### src/rtl/wlast_burst_tracker.sv
// Write-last generator: queues AW burst lengths and counts W beats against the head
// entry, driving WLAST to the slave on the final beat (with optional OR / check modes).
module wlast_burst_tracker #(
  parameter int LEN_W = 8,
  parameter int DEPTH = 4,
  parameter int MODE  = 0
) (
  input  logic             ACLK,
  input  logic             ARESET,
  input  logic             Enable,
  input  logic             aw_valid,
  input  logic             aw_ready,
  input  logic [LEN_W-1:0] aw_len,
  input  logic             w_valid,
  input  logic             w_ready,
  input  logic             m_wlast,
  output logic             s_wlast,
  output logic             len_full,
  output logic             len_empty,
  output logic [LEN_W-1:0] beat_cnt,
  output logic             overflow_err,
  output logic             underflow_err,
  output logic             mismatch_err
);

  localparam int PTR_W = $clog2(DEPTH);
  localparam int CNT_W = PTR_W + 1;
  localparam logic [CNT_W-1:0] FULL_CNT = CNT_W'(DEPTH);

  logic [LEN_W-1:0] mem_q [DEPTH];
  logic [LEN_W-1:0] mem_d [DEPTH];
  logic [PTR_W-1:0] wr_ptr_q, wr_ptr_d;
  logic [PTR_W-1:0] rd_ptr_q, rd_ptr_d;
  logic [CNT_W-1:0] count_q, count_d;
  logic [LEN_W-1:0] beat_cnt_q, beat_cnt_d;
  logic             overflow_q, overflow_d;
  logic             underflow_q, underflow_d;
  logic             mismatch_q, mismatch_d;

  logic             aw_hs, w_hs, push, pop, gen_last;
  logic [LEN_W-1:0] head_len;

  assign len_full  = (count_q == FULL_CNT);
  assign len_empty = (count_q == '0);
  assign head_len  = mem_q[rd_ptr_q];
  assign gen_last  = !len_empty && (beat_cnt_q == head_len);

  // Enable gates both handshakes, so every state update below freezes with it.
  assign aw_hs = aw_valid & aw_ready & Enable;
  assign w_hs  = w_valid & w_ready & Enable;
  assign pop   = w_hs & gen_last;
  // A same-cycle pop frees a slot, so a push into a full FIFO is still accepted.
  assign push  = aw_hs & (!len_full | pop);

  always_comb begin
    mem_d       = mem_q;
    wr_ptr_d    = wr_ptr_q;
    rd_ptr_d    = rd_ptr_q;
    count_d     = count_q;
    beat_cnt_d  = beat_cnt_q;
    overflow_d  = overflow_q;
    underflow_d = underflow_q;
    mismatch_d  = mismatch_q;

    if (push) begin
      mem_d[wr_ptr_q] = aw_len;
      wr_ptr_d        = wr_ptr_q + 1'b1;
    end
    if (pop) begin
      rd_ptr_d = rd_ptr_q + 1'b1;
    end
    case ({push, pop})
      2'b10:   count_d = count_q + 1'b1;
      2'b01:   count_d = count_q - 1'b1;
      default: count_d = count_q;
    endcase

    if (w_hs && !len_empty) begin
      beat_cnt_d = gen_last ? '0 : beat_cnt_q + 1'b1;
    end

    if (aw_hs && len_full && !pop) overflow_d = 1'b1;
    if (w_hs && len_empty) underflow_d = 1'b1;
    if ((MODE == 2) && w_hs && !len_empty && (m_wlast != gen_last)) mismatch_d = 1'b1;
  end

  always_ff @(posedge ACLK) begin
    if (ARESET) begin
      for (int i = 0; i < DEPTH; i++) mem_q[i] <= '0;
      wr_ptr_q    <= '0;
      rd_ptr_q    <= '0;
      count_q     <= '0;
      beat_cnt_q  <= '0;
      overflow_q  <= 1'b0;
      underflow_q <= 1'b0;
      mismatch_q  <= 1'b0;
    end else begin
      mem_q       <= mem_d;
      wr_ptr_q    <= wr_ptr_d;
      rd_ptr_q    <= rd_ptr_d;
      count_q     <= count_d;
      beat_cnt_q  <= beat_cnt_d;
      overflow_q  <= overflow_d;
      underflow_q <= underflow_d;
      mismatch_q  <= mismatch_d;
    end
  end

  assign s_wlast       = (MODE == 1) ? (gen_last | m_wlast) : gen_last;
  assign beat_cnt      = beat_cnt_q;
  assign overflow_err  = overflow_q;
  assign underflow_err = underflow_q;
  assign mismatch_err  = mismatch_q;

endmodule

### config.mk
export PLATFORM = sky130hd
export DESIGN_NAME = wlast_burst_tracker
export DESIGN_NICKNAME = d
export VERILOG_FILES = /design/src/rtl/wlast_burst_tracker.sv
export SDC_FILE = /design/constraint.sdc
export NUM_CORES = 1
export LEC_CHECK = 0
export CAP_MARGIN = 20
export CORE_UTILIZATION = 35
export CTS_CLUSTER_SIZE = 40
export DETAILED_ROUTE_END_ITERATION = 10
export GPL_TIMING_DRIVEN = 0
export PLACE_DENSITY = 0.56
export SETUP_SLACK_MARGIN = 0.15
export SLEW_MARGIN = 20
export SYNTH_ARGS = -nofsm -noshare
export SYNTH_HDL_FRONTEND = slang
export SYNTH_SLANG_ARGS = --single-unit
### constraint.sdc
create_clock -name ACLK -period 5.47 [get_ports ACLK]
set_clock_uncertainty 0.15 [all_clocks]
set_input_delay 1.3675 -clock ACLK [delete_from_list [all_inputs] [get_ports ACLK]]
set_output_delay 1.3675 -clock ACLK [all_outputs]
set_load 0.02 [all_outputs]
==> flow_metrics.py, run 1 <==
metrics = {
    "sta": {
        "tns_ns": 0,
        "whs_ns": 0.3204,
        "rsz0062_at_grt": "no",
        "finalHoldViolations": 0,
        "relSlewSlack": 0.5596,
        "period_share": 0.8237,
        "worst_pin_slew_ns": 0.6606,
        "period_minus_slack_ns": 4.506,
        "fmax_mhz": 221.9,
        "setup_viol": 0,
        "slew_violations": 0,
    },
    "worst_hold_path": {
        "hold_class": "flop to flop",
        "hold-path-cell-count": 2,
    },
    "grt": {
        "antenna_found_initial": 0,
        "grt_max_degree": 15,
        "grtUsageMet1": 0.2215,
        "grt_use_total": 0.1610,
        "grtUsageMet3": 0.02892,
        "grt_first_pass_wirelength_mm": 9.287,
        "use_met2": 0.2580,
        "overflow": 0,
        "top_usage_layer": "met2",
        "grt_pass1_vias": 1789,
    },
    "routing": {
        "ant_nets": 0,
        "drt-initial-drc-count": 95,
        "routed_wirelength_mm": 5.857,
        "drt_first_pass_iters": 4,
        "routedWlPerCell_um": 14.83,
        "drc": 0,
        "vias_per_cell": 4.825,
        "vias": 1906,
    },
    "clock_tree": {
        "numCtsBuffers": 5,
        "path_clk_slew_ns": 0.09,
        "post_cts_buffers": 0,
        "clockRootBuffer": "clkbuf_8",
        "cts_buffer_depth": 2,
        "cts_htree_levels": 2,
        "clkLatencyLatePin_ns": 0.30,
        "cts_tree": "done",
        "clock-sinks": 49,
        "cts_resized": 0,
        "hold_buffers": 0,
    },
    "pwr": {
        "power_leakage_uw": 0.001200,
        "power_uw": 695.1,
        "peakVddDrop_mv": 0.1197,
        "power_density_nw_per_um2": 224.2,
    },
    "worst_setup_path": {
        "r2r_cells": 13,
        "cp.arrival_ns": 2.99,
        "worstSetupPathType": "flop to output port",
        "crit_fanout": 10,
        "start_kind": "flop",
        "required_ns": 3.95,
        "crit_path_end_kind": "output port",
    },
    "layout": {
        "final_common_cell": "dfxtp_1",
        "antenna_cells": 0,
        "syn_to_final_growth_pct": 19.13,
        "drive_above_1_share": 0.07770,
        "mostFrequentLayoutCells": "dfxtp_1, nand2b_1, mux2i_1",
        "nets": 319,
        "fin_cells": 395,
    },
    "synthesis": {
        "synth_top_area_frac": 0.3769,
        "ys_seq_area_frac": 0.3769,
        "synth_cells": 262,
        "synth_area_leaders": "dfxtp_1, mux2i_1, nand2b_1, mux4_1, xnor2_1",
        "yosys_warnings": 0,
        "synth_edf_count": 0,
        "synth_area_um2": 2602,
        "ys_seq_elements": 49,
        "synth.distinct_cells": 41,
        "synth_area_leader_cell": "dfxtp_1",
        "synth_ff_type": "dfxtp_1",
        "synth.avg_cell_area_um2": 9.933,
        "synth-async-reset-ratio": 0,
        "synth_fp_nets": 285,
    },
    "die": {
        "initial_core_util": 0.3607,
        "die_area_um2": 7785,
        "floorplan.rows": 31,
        "die_y_um": 88.23,
        "ios": 30,
        "core_um2": 7214,
        "die_w_um": 88.23,
    },
    "placed_design": {
        "io_buffers": 27,
        "dp_cells": 388,
        "routabilityCongestion": 0.7275,
        "hpwl_mm": 4.139,
    },
    "run_status": {
        "outcome": "complete, no violations",
    },
    "job": {
        "drv_cap": 0,
    },
}
[critical path, cell delays in order, from the launching register on]
cell and delay, ns:
dfxtp_1 0.32, buf_2 0.22, mux4_1 0.64, xnor2_1 0.16, nand4_1 0.12, or2_1 0.30, buf_2 0.20, nor2_1 0.10
clkdlybuf4s50_1 0.61
[per-stage QoR]
stage,area [µm²],util,setup slack [ns]
floorplan,2603,-,1.936
global placement,2997,0.4154,1.306
detailed placement,2997,0.4154,1.294
CTS,3100,0.4298,0.9401
global route,3100,0.4298,0.8006
finish,3100,0.4298,0.9642
[final timing paths]
kind / startpoint / end / slack [ns]
setup / recovery: rd_ptr_q[1] / s_wlast / 0.96
hold reg to reg: overflow_err / overflow_err / 0.32
setup reg to reg: rd_ptr_q[1] / count_q[2] / 1.57
hold / removal: overflow_err / overflow_err / 0.32
[state kept, by name (all words and copies together) (netlist names)]
name           cells
rd_ptr_q           2
underflow_err      1
count_q            3
beat_cnt           8
mem_q             32
overflow_err       1
wr_ptr_q           2
[synthesized netlist by cell type (all sizes together) (2+ instances only)]
| master | number |
|---|---|
| a21oi | 6 |
| and3 | 3 |
| buf | 11 |
| clkbuf | 6 |
| dfxtp | 49 |
| ha | 6 |
| inv | 7 |
| mux2 | 2 |
| mux2i | 39 |
| mux4 | 5 |
| nand2 | 16 |
| nand2b | 42 |
| nand3 | 3 |
| nand4 | 5 |
| nor2 | 15 |
| nor3 | 7 |
| o21ai | 2 |
| o31a | 3 |
| o31ai | 3 |
| or3 | 2 |
| or4 | 2 |
| xnor2 | 11 |
| xor2 | 8 |
[kinds of logic after synthesis]
group,Yosys count,share of synthesized area
XOR/XNOR,19,0.06394
AO/OA/AOI/OAI,17,0.04712
multiplexers,46,0.2077
adder cells (fa/ha/maj),7,0.03654
flip-flops,49,0.3769
AND/OR/NAND/NOR,99,0.2106
other,1,0.001441
buffers and inverters,24,0.05577
[cell type report]
| cell class | count | area, µm² |
|---|---|---|
| fill | 732 | 4114 |
| multi-input combinational | 189 | 1476 |
| sequential | 49 | 980.9 |
| timing repair buffer | 27 | 270.3 |
| tap | 99 | 123.9 |
| buffer | 17 | 118.9 |
| clock buffer | 5 | 68.82 |
| clock inverter | 2 | 35.03 |
| inverter | 7 | 26.28 |
[layer usage]
| layer | wire length, µm | up-vias | part of all wire |
|---|---|---|---|
| met5 | 0 | - | 0 |
| met4 | 58 | 0 | 0.0099 |
| met3 | 232 | 4 | 0.040 |
| met2 | 2606 | 41 | 0.44 |
| met1 | 2960 | 905 | 0.51 |
| li1 | - | 956 | - |
[power breakdown]
group | switching [µW] | internal [µW] | total (µW) | leakage, µW
clock | 122 | 133 | 255 | 0.0000540
sequential | 3.07 | 361 | 364 | 0.000396
combinational | 39.8 | 36.1 | 75.9 | 0.000751
Note: power is estimated with default switching activity, not from simulation.
==> inputs of run 2 (changes only) <==
Settings changed: PLACE_DENSITY 0.56 to 0.58.
Clock period 5.47 ns to 3.9 ns, I/O delays scaled along.
==> run 2 against run 1 <==
- first-iteration DRC count fell by 46%
- die area did not move
- sequential share of layout area rose by 0.17 points
- clock power rose by 16%
- via count fell by 1.9%
- flip-flop and latch count did not move
- final area fell by 0.52%
- sequential power rose by 40%
- critical path type unchanged
==> flow_metrics.py, run 2 (synthesized netlist as in run 1, its figures left out) <==
metrics = {
    "sta": {
        "finalHoldViolations": 0,
        "slew_violations": 0,
        "relSlewSlack": 0.5352,
        "period_minus_slack_ns": 3.636,
        "fmax_mhz": 275.0,
        "rsz0062_at_grt": "no",
        "period_share": 0.9324,
        "tns_ns": 0,
        "worst_pin_slew_ns": 0.6972,
        "setup_viol": 0,
    },
    "pwr": {
        "power_frac_seq": 0.561,
        "p_sw_uw": 230.9,
        "power_leakage_uw": 0.001193,
        "power_density_nw_per_um2": 295.5,
        "power_frac_comb": 0.115,
        "switching_share": 0.2533,
        "clkPwrFrac": 0.325,
        "peakVddDrop_mv": 0.1167,
        "p_int_uw": 680.6,
    },
    "clock_tree": {
        "cts_buffer_depth": 2,
        "cts_tree": "done",
        "clkLatencyLatePin_ns": 0.30,
        "numCtsBuffers": 5,
        "path_clk_slew_ns": 0.09,
        "cts_htree_levels": 2,
        "clockRootBuffer": "clkbuf_8",
        "clock-sinks": 49,
        "hold_buffers": 0,
    },
    "grt": {
        "grt_max_degree": 16,
        "grt_pass1_vias": 1782,
        "grt_use_total": 0.1571,
        "overflow": 0,
        "antenna_found_initial": 0,
        "grt_first_pass_wirelength_mm": 8.997,
    },
    "routing": {
        "drt_first_pass_iters": 4,
        "routedWlPerCell_um": 14.15,
        "vias_per_cell": 4.710,
        "ant_nets": 0,
        "drt-initial-drc-count": 51,
        "routed_wirelength_mm": 5.616,
        "drc": 0,
        "vias": 1870,
    },
    "worst_setup_path": {
        "max_stage_delay_ns": 0.63,
        "path_delay_family": "multiplexers",
        "crit_slowest_cell": "mux4_1",
        "crit_fanout": 10,
        "worstSetupPathType": "flop to output port",
        "crit_path_end_kind": "output port",
        "path_buf_inv": 3,
        "cp.arrival_ns": 2.51,
        "path_cells": "buf_6 -> mux4_1 -> xnor2_1 -> nand4_1 -> or2_1 -> buf_2 -> nor2_1 -> clkbuf_2",
        "required_ns": 2.77,
        "start_kind": "flop",
    },
    "worst_hold_path": {
        "hold_class": "flop to flop",
    },
    "layout": {
        "syn_to_final_growth_pct": 18.51,
        "fin_cells": 397,
        "nets": 320,
        "largest-register": "mem_q",
        "fill_cells": 749,
        "drive_above_1_share": 0.09060,
        "antenna_cells": 0,
        "final_common_cell": "dfxtp_1",
        "largest_reg_flops": 32,
        "mostFrequentLayoutCells": "dfxtp_1, nand2b_1, mux2i_1",
    },
    "die": {
        "die_area_um2": 7785,
        "ios": 30,
        "die_y_um": 88.23,
        "floorplan.rows": 31,
        "die_w_um": 88.23,
        "core_um2": 7214,
        "initial_core_util": 0.3607,
    },
    "job": {
        "drv_cap": 0,
    },
    "placed_design": {
        "routabilityCongestion": 0.7519,
        "io_buffers": 27,
        "dp_cells": 388,
        "hpwl_mm": 3.987,
    },
    "run_status": {
        "outcome": "complete, no violations",
    },
}
run 2: what timing repair did:
action,in CTS,in global routing
cloned,0,0
gates resized for setup,2,3
setup buffers,1,0
pin swaps,1,0
endpoints found under the setup margin,2,2
run 2: through the flow:
stage / power [µW] / worst slack (ns) / cell area (µm²) / util / hold slack, ns
after floorplan: 589.8 / 0.4952 / 2603 / - / 0.2941
after global placement: 627.9 / 0.1184 / 2997 / 0.4154 / 0.2979
after detailed placement: 628.6 / 0.06669 / 2997 / 0.4154 / 0.3129
after CTS: 927.9 / 0.06299 / 3090 / 0.4284 / 0.3269
after global routing: 957.2 / 0.1864 / 3084 / 0.4275 / 0.3439
final: 911.5 / 0.2635 / 3084 / 0.4275 / 0.3268
run 2: final timing paths:
path | from | end | slack (ns) | cells after the start
hold / removal | overflow_err | overflow_err | 0.33 | 2
setup reg to reg | rd_ptr_q[0] | count_q[2] | 0.36 | 13
hold reg to reg | overflow_err | overflow_err | 0.33 | 2
setup / recovery | rd_ptr_q[0] | s_wlast | 0.26 | 8
run 2: power by group through the flow:
stage,sequential (µW),combinational (µW),clock (µW)
after floorplan,523,67.0,0
after global placement,523,105,0
after detailed placement,523,106,0
after CTS,511,106,311
after global routing,512,114,331
final,511,104,296
run 2: per-layer routing:
layer	vias to the layer above	share of wire	global-route usage
met3	6	0.037	0.02799
met2	32	0.44	0.2559
li1	952	-	-
met4	0	0.013	0.05718
met5	-	0	0
met1	880	0.51	0.2086
run 2: area by class of cell:
type	instances	area [µm²]	share of cell area
Sequential cell	49	980.9	0.3181
Multi-Input combinational cell	189	1473	0.4775
Timing Repair Buffer	28	272.8	0.08844
Tap cell	99	123.9	0.04016
Buffer	17	121.4	0.03935
Clock inverter	3	17.52	0.005680
Inverter	7	26.28	0.008519
Clock buffer	5	68.82	0.02231
run 2: worst reg2reg max path, stage by stage (launching register included):
cell     delay (ns)
dfxtp_1        0.33
buf_6          0.14
mux4_1         0.63
xnor2_1        0.17
nand4_1        0.13
or2_1          0.29
buf_2          0.20
nor3_4         0.19
ha_1           0.20
inv_1          0.06
fa_1           0.38
xor2_1         0.16
or3_1          0.31
a21oi_1        0.14
